==> config.mk <==
export PLATFORM = sky130hd
export DESIGN_NAME = sseg_scan_decoder_flat
export DESIGN_NICKNAME = d
export VERILOG_FILES = /design/src/rtl/sseg_pkg.sv /design/src/rtl/sseg_scan_decoder_if.sv /design/src/rtl/sseg_pattern_decode.sv /design/src/rtl/sseg_scan_decoder.sv /design/src/flat_wrapper.sv
export SDC_FILE = /design/constraint.sdc
export NUM_CORES = 1
export LEC_CHECK = 0
export CAP_MARGIN = 0
export CORE_ASPECT_RATIO = 0.7
export CORE_UTILIZATION = 40
export DETAILED_ROUTE_END_ITERATION = 10
export GPL_TIMING_DRIVEN = 0
export PLACE_DENSITY_LB_ADDON = 0.1
export SYNTH_ARGS = -nofsm -noshare
export SYNTH_HDL_FRONTEND = slang
export SYNTH_SLANG_ARGS = --single-unit
==> constraint.sdc <==
create_clock -name clk -period 9.96 [get_ports clk]
set_input_delay 1.992 -clock clk [delete_from_list [all_inputs] [get_ports clk]]
set_output_delay 1.992 -clock clk [all_outputs]
set_load 0.1 [all_outputs]
==> src/rtl/sseg_pkg.sv <==
// Shared constants and types for the multiplexed seven-segment scan decoder:
// segment patterns, state encoding, and anode-select helpers.
package sseg_pkg;

    localparam logic [6:0] BLANK = 7'h7F;

    // Active-low patterns indexed by the hex value they display.
    localparam logic [6:0] SEG_PATTERN [16] = '{
        7'h40, 7'h79, 7'h24, 7'h30, 7'h19, 7'h12, 7'h02, 7'h78,
        7'h00, 7'h10, 7'h08, 7'h03, 7'h46, 7'h21, 7'h06, 7'h0E
    };

    typedef enum logic [1:0] {SCAN, SETTLE, HOLD} state_t;

    typedef struct packed {
        logic [7:0] an;
        logic       dp;
        logic [6:0] seg;
    } sample_t;

    function automatic logic an_is_select(input logic [7:0] an);
        return (an[7:4] == 4'hF) && (an[3:0] inside {4'hE, 4'hD, 4'hB, 4'h7});
    endfunction

    function automatic logic [1:0] an_index(input logic [7:0] an);
        if (!an[0])      return 2'd0;
        else if (!an[1]) return 2'd1;
        else if (!an[2]) return 2'd2;
        else             return 2'd3;
    endfunction

endpackage

==> src/rtl/sseg_scan_decoder_if.sv <==
// Display-side signals observed by the decoder and the decoded frame it reports.
interface sseg_scan_decoder_if;
    logic [6:0] sseg;
    logic       dp;
    logic [7:0] AN;
    logic [3:0] digit0;
    logic [3:0] digit1;
    logic [3:0] digit2;
    logic [3:0] digit3;
    logic [3:0] dp_out;
    logic       frame_valid;
    logic       seg_err;
    logic       stale;

    modport master (
        output sseg, dp, AN,
        input  digit0, digit1, digit2, digit3, dp_out, frame_valid, seg_err, stale
    );

    modport slave (
        input  sseg, dp, AN,
        output digit0, digit1, digit2, digit3, dp_out, frame_valid, seg_err, stale
    );
endinterface

==> src/rtl/sseg_pattern_decode.sv <==
// Maps an active-low seven-segment pattern to its hex value; anything not in
// the table (including blank) is flagged invalid.
module sseg_pattern_decode
    import sseg_pkg::*;
(
    input  logic [6:0] pattern,
    output logic [3:0] value,
    output logic       valid
);

    always_comb begin
        value = '0;
        valid = 1'b0;
        for (int unsigned i = 0; i < 16; i++) begin
            if (pattern == SEG_PATTERN[i]) begin
                value = 4'(i);
                valid = 1'b1;
            end
        end
    end

endmodule

==> src/rtl/sseg_scan_decoder.sv <==
// Snoops a multiplexed 4-digit seven-segment display, debounces each anode
// dwell and publishes complete frames of hex digits and decimal points.
module sseg_scan_decoder
    import sseg_pkg::*;
#(
    parameter int unsigned STABLE_CYCLES  = 4,
    parameter int unsigned TIMEOUT_CYCLES = 2**20
) (
    input  logic clk,
    input  logic reset,
    sseg_scan_decoder_if.slave bus
);

    localparam int unsigned CW = $clog2(STABLE_CYCLES + 1);
    localparam int unsigned TW = $clog2(TIMEOUT_CYCLES + 1);

    sample_t           smp, cmp;
    state_t            state, state_nx;
    logic [CW-1:0]     cnt, cnt_nx, cnt_inc;
    logic              load_cmp, capture, rescan;
    logic [TW-1:0]     tcnt;
    logic [3:0]        dec_value;
    logic              dec_valid;
    logic [1:0]        cap_idx;
    logic [3:0][3:0]   shadow, shadow_nx, digit_q;
    logic [3:0]        shadow_dp, shadow_dp_nx, dp_q;
    logic [3:0]        seen, seen_nx;
    logic              frame_valid_q, seg_err_q;

    sseg_pattern_decode u_decode (
        .pattern (cmp.seg),
        .value   (dec_value),
        .valid   (dec_valid)
    );

    assign cnt_inc = cnt + 1'b1;
    assign cap_idx = an_index(cmp.an);

    // A mismatch in SETTLE/HOLD re-runs the SCAN decision on the same sample,
    // so every dwell starts settling one cycle after it is registered.
    always_comb begin
        state_nx = state;
        cnt_nx   = cnt;
        load_cmp = 1'b0;
        capture  = 1'b0;
        rescan   = 1'b0;
        case (state)
            SCAN:   rescan = 1'b1;
            SETTLE: begin
                if (smp != cmp) begin
                    rescan = 1'b1;
                end else if (cnt_inc >= CW'(STABLE_CYCLES - 1)) begin
                    capture  = 1'b1;
                    cnt_nx   = cnt_inc;
                    state_nx = HOLD;
                end else begin
                    cnt_nx = cnt_inc;
                end
            end
            HOLD:    if (smp != cmp) rescan = 1'b1;
            default: state_nx = SCAN;
        endcase
        if (rescan) begin
            if (an_is_select(smp.an)) begin
                load_cmp = 1'b1;
                cnt_nx   = '0;
                state_nx = SETTLE;
            end else begin
                state_nx = SCAN;
            end
        end
    end

    always_comb begin
        shadow_nx             = shadow;
        shadow_dp_nx          = shadow_dp;
        shadow_nx[cap_idx]    = dec_value;
        shadow_dp_nx[cap_idx] = ~cmp.dp;
        seen_nx               = seen | (4'b0001 << cap_idx);
    end

    always_ff @(posedge clk or posedge reset) begin
        if (reset) begin
            smp           <= '{an: 8'hFF, dp: 1'b1, seg: BLANK};
            cmp           <= '0;
            state         <= SCAN;
            cnt           <= '0;
            tcnt          <= '0;
            shadow        <= '0;
            shadow_dp     <= '0;
            seen          <= '0;
            digit_q       <= '0;
            dp_q          <= '0;
            frame_valid_q <= 1'b0;
            seg_err_q     <= 1'b0;
        end else begin
            smp           <= '{an: bus.AN, dp: bus.dp, seg: bus.sseg};
            state         <= state_nx;
            cnt           <= cnt_nx;
            frame_valid_q <= 1'b0;
            if (load_cmp) cmp <= smp;

            if (capture && !dec_valid) seg_err_q <= 1'b1;

            if (capture && dec_valid) begin
                shadow    <= shadow_nx;
                shadow_dp <= shadow_dp_nx;
                tcnt      <= '0;
                if (seen_nx == 4'hF) begin
                    digit_q       <= shadow_nx;
                    dp_q          <= shadow_dp_nx;
                    frame_valid_q <= 1'b1;
                    seen          <= '0;
                end else begin
                    seen <= seen_nx;
                end
            end else if (tcnt != TW'(TIMEOUT_CYCLES)) begin
                tcnt <= tcnt + 1'b1;
            end
        end
    end

    assign bus.digit0      = digit_q[0];
    assign bus.digit1      = digit_q[1];
    assign bus.digit2      = digit_q[2];
    assign bus.digit3      = digit_q[3];
    assign bus.dp_out      = dp_q;
    assign bus.frame_valid = frame_valid_q;
    assign bus.seg_err     = seg_err_q;
    assign bus.stale       = (tcnt == TW'(TIMEOUT_CYCLES));

endmodule

==> src/flat_wrapper.sv <==
// flat-port wrapper written by rule: the top's interface ports become plain ports
module sseg_scan_decoder_flat import sseg_pkg::*;
#(
    parameter int unsigned STABLE_CYCLES  = 4,
    parameter int unsigned TIMEOUT_CYCLES = 2**20
)
  (clk, reset, bus_sseg, bus_dp, bus_AN, bus_digit0, bus_digit1, bus_digit2, bus_digit3, bus_dp_out, bus_frame_valid, bus_seg_err, bus_stale);
  sseg_scan_decoder_if bus_i ();
  input  logic clk;
  input  logic reset;
  input wire logic [$bits(bus_i.sseg)-1:0] bus_sseg;
  input wire logic [$bits(bus_i.dp)-1:0] bus_dp;
  input wire logic [$bits(bus_i.AN)-1:0] bus_AN;
  output wire logic [$bits(bus_i.digit0)-1:0] bus_digit0;
  output wire logic [$bits(bus_i.digit1)-1:0] bus_digit1;
  output wire logic [$bits(bus_i.digit2)-1:0] bus_digit2;
  output wire logic [$bits(bus_i.digit3)-1:0] bus_digit3;
  output wire logic [$bits(bus_i.dp_out)-1:0] bus_dp_out;
  output wire logic [$bits(bus_i.frame_valid)-1:0] bus_frame_valid;
  output wire logic [$bits(bus_i.seg_err)-1:0] bus_seg_err;
  output wire logic [$bits(bus_i.stale)-1:0] bus_stale;
  assign bus_i.sseg = bus_sseg;
  assign bus_i.dp = bus_dp;
  assign bus_i.AN = bus_AN;
  assign bus_digit0 = bus_i.digit0;
  assign bus_digit1 = bus_i.digit1;
  assign bus_digit2 = bus_i.digit2;
  assign bus_digit3 = bus_i.digit3;
  assign bus_dp_out = bus_i.dp_out;
  assign bus_frame_valid = bus_i.frame_valid;
  assign bus_seg_err = bus_i.seg_err;
  assign bus_stale = bus_i.stale;
  sseg_scan_decoder #(.STABLE_CYCLES(STABLE_CYCLES), .TIMEOUT_CYCLES(TIMEOUT_CYCLES)) u_core (.clk(clk), .reset(reset), .bus(bus_i));
endmodule
==> results of run 1 <==
==> placed cells by master (no fill, tap or decap), drive strengths merged, types with 4 or more instances in the layout <==
cell type      instances
a31oi                  5
or2                    6
inv                   11
nor2                  44
nor3                   6
xor2                  11
xnor2                 27
a311oi                 6
o21ba                  4
nand4                 12
or3                    4
nand2                 20
nor4                   7
ha                     8
clkdlybuf4s50         40
mux2                  60
o21ai                 16
nor4b                  6
a21oi                  5
buf                   19
nand3                 24
a22o                   4
clkbuf                21
and3                   7
dfrtp                 88
dfstp                 16
==> critical path: stages (launching register included) <==
cell and delay (ps):
dfrtp_1 410, inv_1 100, ha_1 150, nor4b_1 250, nand3_1 150, nor2_1 280
clkdlybuf4s50_1 1190
==> kinds of logic (layout without fill, tap and decap cells) <==
kind of cell / Yosys count / count (layout) / share of synthesized area
simple gates: 158 / 158 / 0.164
flops: 104 / 104 / 0.504
mux: 63 / 63 / 0.136
compound gates: 53 / 53 / 0.0767
xor+xnor: 38 / 38 / 0.0640
buf+inv: 38 / 93 / 0.0358
fa+ha+maj: 8 / 8 / 0.0192
==> report_power, final <==
| part | internal, mW | leakage, nW | switching (mW) |
|---|---|---|---|
| clock | 0.193 | 0.136 | 0.149 |
| combinational | 0.0758 | 1.13 | 0.115 |
| sequential | 0.444 | 1.36 | 0.0152 |
| total | 0.713 | 2.63 | 0.280 |
==> state kept, by name, summed over array words and instances, names as in the netlist, 16 cells and up <==
name           flops
u_core.tcnt       21
u_core.shadow     16
u_core.smp        16
u_core.cmp        16
==> final cells by class <==
type | count | area [um2] | share of cell area
Clock inverter | 3 | 43.8 | 0.00717
Inverter | 10 | 40.0 | 0.00655
Clock buffer | 11 | 233 | 0.0381
Tap cell | 162 | 203 | 0.0332
Buffer | 28 | 149 | 0.0244
Multi-Input combinational cell | 320 | 2390 | 0.391
Timing Repair Buffer | 41 | 428 | 0.0700
Sequential cell | 104 | 2620 | 0.429
==> worst max-delay path by stage <==
stage | startpoint | end | slack, ps | cells after the start
floorplan | reset | u_core.bus.digit0[0] | 5260 | 1
global placement | reset | u_core.shadow[11] | 3680 | 2
detailed placement | u_core.tcnt[0] | bus_stale | 5430 | 6
CTS | u_core.tcnt[0] | bus_stale | 5040 | 6
global route | u_core.tcnt[0] | bus_stale | 4880 | 6
finish | u_core.tcnt[0] | bus_stale | 5090 | 6
==> metal layers <==
layer | vias up | part of all wire | GRT usage
met2 | 90 | 0.41 | 0.255
li1 | 1763 | - | -
met4 | 0 | 0.013 | 0.0562
met1 | 1818 | 0.53 | 0.283
met3 | 13 | 0.050 | 0.0453
met5 | - | 0 | 0
==> through the flow <==
| stage | std cells | hold slack, ps | area (um2) | setup WS (ps) |
|---|---|---|---|---|
| final | 679 | 495 | 6110 | 5090 |
| after global routing | 679 | 522 | 6110 | 4880 |
| after CTS | 679 | 499 | 6110 | 5040 |
| after detailed placement | 665 | 475 | 5830 | 5430 |
| after global placement | 664 | 457 | 5800 | 3680 |
| after floorplan | 462 | 462 | 5200 | 5260 |
==> metrics, run 1 <==
Max Clk Rate=a little over 200 MHz; Leak=2.63 nW; Final min period=4870 ps; Yosys warning count=0; maximum root-to-sink buffer count=2; post-DR wirelength/cell=between 15 and 20 um; layout cell share with drive strength beyond 1=0.234; drt drc=6; FF-to-FF path depth=8; post-route clock period utilization=0.489; number of antenna diodes=0; clock-pin slew on the worst setup and hold paths=60 ps; initial antenna violation count=0; IO Port Bufs=40; synth unique cells=55; Clk Latency, worst-skew pair=340 ps; root buf cell=clkbuf_16; Initial Util=0.414; first-pass GRT wire length=19300 um; # Max-Cap Violations=0; CTS tree=done; vias per cell=5.43; Synth area leader=dfrtp_1; Slew @ Worst Pin=994 ps; final HPWL from detailed placement=around 8000 um; hold buffers post-CTS=0; Ports=41; iteration count of the initial detailed-routing pass=8; Nets=540; RSZ-0062 raised after global routing=false; failing checks=DRC; number of synthesized flops with an enable pin=0; Synth async-reset ratio=1.00; post-layout power=992 uW; Routed Antenna Nets=0; Die ar.=13500 um2; RR Endpoint=u_core.shadow[7]; crit start category=register; GPL Wtd Cong=0.860; setup tns final=0 ps; largest net degree at the start of global routing=73; Die Width=138 um; worst-path maximum fanout=4; Setup-failing EPs final=0; Area Overhead vs Synth=17.5%; type of the tightest min-delay check=register to register; final wirelength=11300 um; Global Route Usage Sum=0.185; worst path required time=7970 ps; most common cell in the netlist=dfrtp_1; Hold Path Origin=u_core.cmp[14]; Clock Sinks=104; Reg-to-Reg Start=u_core.cmp[3]; Reg2Reg Setup Slack=approximately 7000 ps; status=finished, violations left; fin util=0.487; Mean Syn Cell Area=11.3 um2; DR vias=3684; Final Hold Fails=0; core area=approximately 13000 um2; number of H-tree levels=3; GR Overflow Total=0; number of fill cells=1115; Worst Hold End=u_core.cmp[14]; syn_nets=488; total CTS buffers=9; synth cell count leaders=dfrtp_1 (88), mux2_2 (60), nor2_1 (44), xnor2_1 (27), nand3_1 (24); WHS Path Cells=1; pwr/cell area=162 nW/um2; vias in the first global route=3535; # rows=34; Slew HR=0.335; Worst Clk Skew=5.38 ps; DR iter-0 viols=234; Worst setup EP type=primary output; Vert. Die Dim=97.4 um; post_cts resized=0; Primary FF master, synth=dfrtp_1; Post-Syn Area=5200 um2; CP Data Arrival Time=between 2000 and 3000 ps; worst ir drop on vdd=about 76 uV; Area contributors post-synth=dfrtp_1 (42%), mux2_2 (13%), dfstp_2 (8.1%), xnor2_1 (4.5%), nor2_1 (3.2%); synthesized flop and latch total=104; Mapped Cells=462; Slew Limit Fails=0; Synth top area share=0.423; Post-CTS Setup Bufs=0; critical path class=register to primary output; register area share after synthesis=0.504
Power figures use the tool's default switching activity.
==> run 2: changes to the inputs <==
clock period = 4.3 ns   (was 9.96 ns; I/O delays follow)
==> results of run 2 <==
Same layout as run 1 (identical final DEF). Status: finished, violations left: DRC.
Main changes from that run: setup slack after placement 5430 ps -> 901 ps; setup slack after layout 5090 ps -> 560 ps; register-to-register setup slack 6860 ps -> 1200 ps; total power 0.992 mW -> 2.30 mW; worst IR drop on VDD 76.3 uV -> 177 uV
==> run 3: changes to the inputs <==
SKIP_LAST_GASP = 1   (was default)
==> results of run 3 <==
Same layout as run 1 (identical final DEF). Status: finished, violations left: DRC.
Main changes from that run: setup slack after placement 5430 ps -> 901 ps; setup slack after layout 5090 ps -> 560 ps; register-to-register setup slack 6860 ps -> 1200 ps; total power 0.992 mW -> 2.30 mW; worst IR drop on VDD 76.3 uV -> 177 uV
